$ cat config.mk
export PLATFORM = sky130hd
export DESIGN_NAME = dmem_sweeper
export DESIGN_NICKNAME = d
export VERILOG_FILES = /design/src/rtl/sweeper_pkg.sv /design/src/rtl/dmem_sweeper.sv
export SDC_FILE = /design/constraint.sdc
export NUM_CORES = 1
export LEC_CHECK = 0
export BUFFER_PORTS_ARGS = -buffer_cell sky130_fd_sc_hd__buf_2
export CAP_MARGIN = 0
export CORE_MARGIN = 2
export CORE_UTILIZATION = 35
export CTS_CLUSTER_SIZE = 10
export DETAILED_ROUTE_END_ITERATION = 7
export HOLD_SLACK_MARGIN = 0.15
export PLACE_DENSITY_LB_ADDON = 0.25
export SETUP_SLACK_MARGIN = 0.1
export SKIP_CTS_REPAIR_TIMING = 1
export SLEW_MARGIN = 20
export SYNTH_ARGS = -nofsm -noshare
export SYNTH_HDL_FRONTEND = slang
export SYNTH_SLANG_ARGS = --single-unit
$ cat constraint.sdc
create_clock -name clk -period 10.96 [get_ports clk]
set_clock_uncertainty 0.1 [all_clocks]
set_input_delay 3.288 -clock clk [delete_from_list [all_inputs] [get_ports clk]]
set_output_delay 3.288 -clock clk [all_outputs]
set_load 0.02 [all_outputs]
$ cat src/rtl/sweeper_pkg.sv
// Shared types and constants for the data-memory sweeper.
// Peripheral addresses are also used by the data memory and the port mux.
package sweeper_pkg;

    typedef enum logic [2:0] {
        S_IDLE,
        S_CHECK,
        S_READ,
        S_HOLD,
        S_FILL,
        S_FIN
    } state_t;

    localparam logic MODE_READ = 1'b0;
    localparam logic MODE_FILL = 1'b1;

    localparam logic [31:0] SW_ADDR  = 32'hC000_0000;
    localparam logic [31:0] LED_ADDR = 32'hC000_0004;

endpackage

$ cat src/rtl/dmem_sweeper.sv
// Data-memory bus initiator: streams a RAM window out with a checksum,
// or fills it with an incrementing pattern.
import sweeper_pkg::*;

module dmem_sweeper #(
    parameter int DEPTH_WORDS = 64,
    parameter int CNT_W       = 7
) (
    input  logic             clk,
    input  logic             reset,
    input  logic             start,
    input  logic             mode,
    input  logic [31:0]      base,
    input  logic [CNT_W-1:0] count,
    input  logic [31:0]      fill_value,
    output logic             we,
    output logic [31:0]      a,
    output logic [31:0]      wd,
    input  logic [31:0]      rd,
    output logic [31:0]      out_data,
    output logic             out_valid,
    input  logic             out_ready,
    output logic [31:0]      checksum,
    output logic             busy,
    output logic             done,
    output logic             err
);

    localparam logic [32:0] LIMIT = 33'(4 * DEPTH_WORDS);

    state_t           state;
    logic             mode_q;
    logic [31:0]      ptr;
    logic [31:0]      fill_q;
    logic [31:0]      index;
    logic [CNT_W-1:0] remaining;
    logic [32:0]      range_end;
    logic             last;

    // 33-bit end address so base near 2^32 cannot wrap into range.
    assign range_end = {1'b0, ptr}
                     + {{(31 - CNT_W){1'b0}}, remaining, 2'b00};
    assign last      = (remaining == CNT_W'(1));

    always_ff @(posedge clk) begin
        if (reset) begin
            state     <= S_IDLE;
            mode_q    <= MODE_READ;
            ptr       <= '0;
            fill_q    <= '0;
            index     <= '0;
            remaining <= '0;
            we        <= 1'b0;
            a         <= '0;
            wd        <= '0;
            out_data  <= '0;
            out_valid <= 1'b0;
            checksum  <= '0;
            busy      <= 1'b0;
            done      <= 1'b0;
            err       <= 1'b0;
        end else begin
            done <= 1'b0;
            err  <= 1'b0;
            unique case (state)
                S_IDLE: begin
                    if (start) begin
                        ptr       <= base & ~32'd3;
                        remaining <= count;
                        mode_q    <= mode;
                        fill_q    <= fill_value;
                        index     <= '0;
                        checksum  <= '0;
                        busy      <= 1'b1;
                        state     <= S_CHECK;
                    end
                end
                // Rejected requests finish through FIN so busy covers the err pulse.
                S_CHECK: begin
                    if (range_end > LIMIT) begin
                        err   <= 1'b1;
                        state <= S_FIN;
                    end else if (remaining == '0) begin
                        done  <= 1'b1;
                        state <= S_FIN;
                    end else if (mode_q == MODE_FILL) begin
                        we    <= 1'b1;
                        a     <= ptr;
                        wd    <= fill_q;
                        state <= S_FILL;
                    end else begin
                        a     <= ptr;
                        state <= S_READ;
                    end
                end
                S_READ: begin
                    out_data  <= rd;
                    out_valid <= 1'b1;
                    state     <= S_HOLD;
                end
                S_HOLD: begin
                    if (out_ready) begin
                        out_valid <= 1'b0;
                        checksum  <= checksum + out_data;
                        ptr       <= ptr + 32'd4;
                        remaining <= remaining - 1'b1;
                        if (last) begin
                            a     <= '0;
                            done  <= 1'b1;
                            state <= S_FIN;
                        end else begin
                            a     <= ptr + 32'd4;
                            state <= S_READ;
                        end
                    end
                end
                S_FILL: begin
                    ptr       <= ptr + 32'd4;
                    index     <= index + 32'd1;
                    remaining <= remaining - 1'b1;
                    if (last) begin
                        we    <= 1'b0;
                        a     <= '0;
                        done  <= 1'b1;
                        state <= S_FIN;
                    end else begin
                        a     <= ptr + 32'd4;
                        wd    <= fill_q + index + 32'd1;
                    end
                end
                S_FIN: begin
                    busy  <= 1'b0;
                    state <= S_IDLE;
                end
                default: begin
                    we        <= 1'b0;
                    out_valid <= 1'b0;
                    busy      <= 1'b0;
                    state     <= S_IDLE;
                end
            endcase
        end
    end

endmodule

==> key figures <==
Status
  • Outcome: finished, final reports clean

STA
  • Minimum clock period: 5.17 ns
  • Max Slew Vio Count: 0
  • # setup viols final: 0
  • Setup TNS: 0 ns
  • Ratio of final minimum period to clock period: 47.2%
  • Fin. Hold Viols: 0
  • Max Fclk: 193 MHz
  • Unrepaired setup endpoints after global routing: false
  • Worst-margin pin slew: 1.08 ns
  • Slew headroom: 27.9%
  • Final worst setup slack: 5.79 ns

Critical path
  • WP data arrival: 5.50 ns
  • Setup CP Type: input pin to flop
  • Worst r2r path cells: 13
  • Critical Path End Type: flop
  • Family with the most delay on the worst path: simple AND/OR/NAND/NOR gates
  • Max stage delay on crit path: 0.80 ns
  • Worst setup SP type: input pin
  • Buffer and inverter count on the worst path: 2
  • Req. time, crit path: 11.29 ns
  • Worst r2r src: ptr[2]
  • R2r setup slk: 6.54 ns
  • Critical Path Fanout Max: 48
  • Reg-to-reg critical path endpoint: wd[27]
  • Max stage delay cell, worst path: nand3_2
  • Sequence of cells on the critical path: buf_2, nand3_2, nand2_1, buf_4, o21ai_0, a2bb2oi_1, nor2_1

GRT
  • First-pass GRT wire length: 73300 um
  • Vias in the first global route: 13900
  • GRT Util Overall: 20.3%
  • GR Overflow Total: 0
  • Antenna violations before repair: 4
  • Largest net degree at the start of global routing: 164

Final layout
  • Final instance area: 16900 um2
  • Fin util: 41.4%
  • Final nets: 2291
  • Filler cells: 4222
  • Share of layout cells above drive strength 1: 15.5%
  • Area grow syn2layout: 16.8%

CTS
  • Root buf cell: clkbuf_16
  • Worst skew pair latency: 0.58 ns
  • CTS sink cnt: 237
  • Clock slew at reported path FFs: 0.05 ns
  • Cts bufs inserted: 31
  • Max clock buf depth: 3
  • CTS tree: built
  • H-Tree Depth: 1

Drt
  • Initial DRT Pass Iterations: 5
  • Number of vias per cell: 5.52
  • DRT iter0 DRCs: 841
  • Via count: 14700
  • Routed len/inst: 17.0 um
  • Final Routed Wirelength: 45100 um
  • Drc violations: 0
  • Antenna Nets Post-Route: 0

Placed design
  • Post-DP Area: 15900 um2
  • Port bufs: 238
  • DPL Wire Length: 30800 um
  • Routability cong.: 0.875
  • Post-Place Worst Slack: 5.23 ns

Worst hold path
  • Min-delay worst type: flop to flop
  • Hold EP: out_valid
  • Hold path depth: 2
  • Worst hold path startpoint: out_valid

Synthesis
  • Distinct cells, synth: 70
  • Ys async rst share: 0%
  • Cell Area, Synth: 14500 um2
  • Post-synth EDFFs: 0
  • Seq/Total Area, Yosys: 32.8%
  • Syn Nets: 2141
  • Synth Flop Type: dfxtp_1
  • Yosys reg bits: 237
  • Warnings, synthesis: 0
  • Synthesized area per cell: 7.40 um2
  • Mapped Cells: 1957

Floorplanning
  • Ports: 241
  • Die ar.: 43000 um2
  • Initial Util: 35.5%
  • Die height: 207 um
  • Core area: 40800 um2
  • Die Wd: 207 um
  • Num rows: 74

Power
  • Design Power: 2420 uW
  • Pwr dens: 143 nW/um2
  • Peak VDD IR: 99.7 uV
  • Leakage dissipation: 0.00678 uW

Job
  • Max-Cap Viols: 0
## cell usage in the layout (no fill, tap or decap), drive strengths merged, types with 7 or more instances in the layout
cell type / netlist / layout
nand2: 284 / 284
buf: 28 / 253
a21oi: 247 / 247
dfxtp: 237 / 237
nor2: 206 / 206
o21ai: 101 / 101
nand3: 82 / 82
ha: 73 / 73
nor3: 67 / 67
a211oi: 55 / 55
clkbuf: 108 / 43
xnor2: 35 / 35
inv: 32 / 33
a21o: 29 / 29
nand4: 28 / 28
o21a: 25 / 25
or3: 24 / 24
a311oi: 24 / 24
and3: 22 / 22
o211ai: 21 / 21
nor4: 19 / 19
a22oi: 18 / 18
a31oi: 16 / 16
xor2: 16 / 16
o21bai: 13 / 13
o31ai: 13 / 13
nand3b: 12 / 12
and2: 10 / 10
nor2b: 9 / 9
mux2i: 8 / 8
nand2b: 8 / 8
clkinv: 0 / 7
## kinds of logic after synthesis
logic type / synth area share, %
AO/OA/AOI/OAI: 26.3
AND/OR/NAND/NOR: 25.5
buffers and inverters: 4.71
adder cells (fa/ha/maj): 6.72
flip-flops: 32.8
multiplexers: 0.942
XOR/XNOR: 3.08
## stage by stage
step	instances	hold WS (ns)
2_1_floorplan	1957	0.348
3_3_place_gp	2606	0.343
3_5_place_dp	2606	0.347
4_1_cts	2658	0.355
5_1_grt	2658	0.384
6_report	2659	0.352
## where the power goes
group          switching [uW]  leakage (uW)  internal, uW
registers                72.7       0.00193           920
clock network             390      0.000478           575
logic                     303       0.00438           158
## registers in the layout, summed over array words and instances, names as in the netlist
register and cells:
checksum 32, fill_q 32, index 32, out_data 32, wd 32, a 31, ptr 30, remaining 7
state 3, busy 1, done 1, err 1, mode_q 1, out_valid 1, we 1
## worst min-delay path: stages, from the launching register on
cell     delay (ns)
dfxtp_1        0.30
nand2_1        0.05
a21oi_1        0.05
## synthesized netlist by cell type, drive strengths merged (8+ instances only)
library cell / n / share of area (%)
nand2: 284 / 7.4
a21oi: 247 / 8.6
dfxtp: 237 / 33
nor2: 206 / 5.3
clkbuf: 108 / 2.8
o21ai: 101 / 3.5
nand3: 82 / 2.9
ha: 73 / 6.3
nor3: 67 / 2.3
a211oi: 55 / 2.9
xnor2: 35 / 2.1
inv: 32 / 0.83
a21o: 29 / 1.5
buf: 28 / 1.1
nand4: 28 / 1.2
o21a: 25 / 1.3
a311oi: 24 / 1.5
or3: 24 / 1.0
and3: 22 / 0.95
o211ai: 21 / 1.1
nor4: 19 / 0.86
a22oi: 18 / 0.93
a31oi: 16 / 0.69
xor2: 16 / 0.97
o21bai: 13 / 0.67
o31ai: 13 / 0.67
nand3b: 12 / 0.62
and2: 10 / 0.43
nor2b: 9 / 0.39
mux2i: 8 / 0.55
nand2b: 8 / 0.35
## per-layer routing
metal	track usage (%)	up-vias	share of wire [%]
met5	0	-	0.084
met4	4.38	6	1.5
met3	4.42	53	6.8
met2	33.4	364	45
met1	27.4	6847	47
li1	-	7406	-
## worst max path at each step
stage          cells after the start      end  slack, ns      start
2_1_floorplan                     10   ptr[5]       5.88      start
3_3_place_gp                       7  ptr[26]       5.27  out_ready
3_5_place_dp                       7  ptr[30]       5.23  out_ready
4_1_cts                            7  ptr[30]       5.85  out_ready
5_1_grt                            7  ptr[19]       5.59  out_ready
6_report                           7  ptr[30]       5.79  out_ready
## final cells by class
type / count / area, um2 / area share [%]
multi-input cells: 1552 / 9100 / 53.8
flip-flops and latches: 237 / 4740 / 28.1
repair buffers: 253 / 1320 / 7.82
clock buffers: 43 / 881 / 5.21
well taps: 532 / 666 / 3.94
inverters: 32 / 120 / 0.710
clock inverters: 9 / 73.8 / 0.437
diodes: 1 / 2.50 / 0.0148
(Power assumes the default switching activity.)
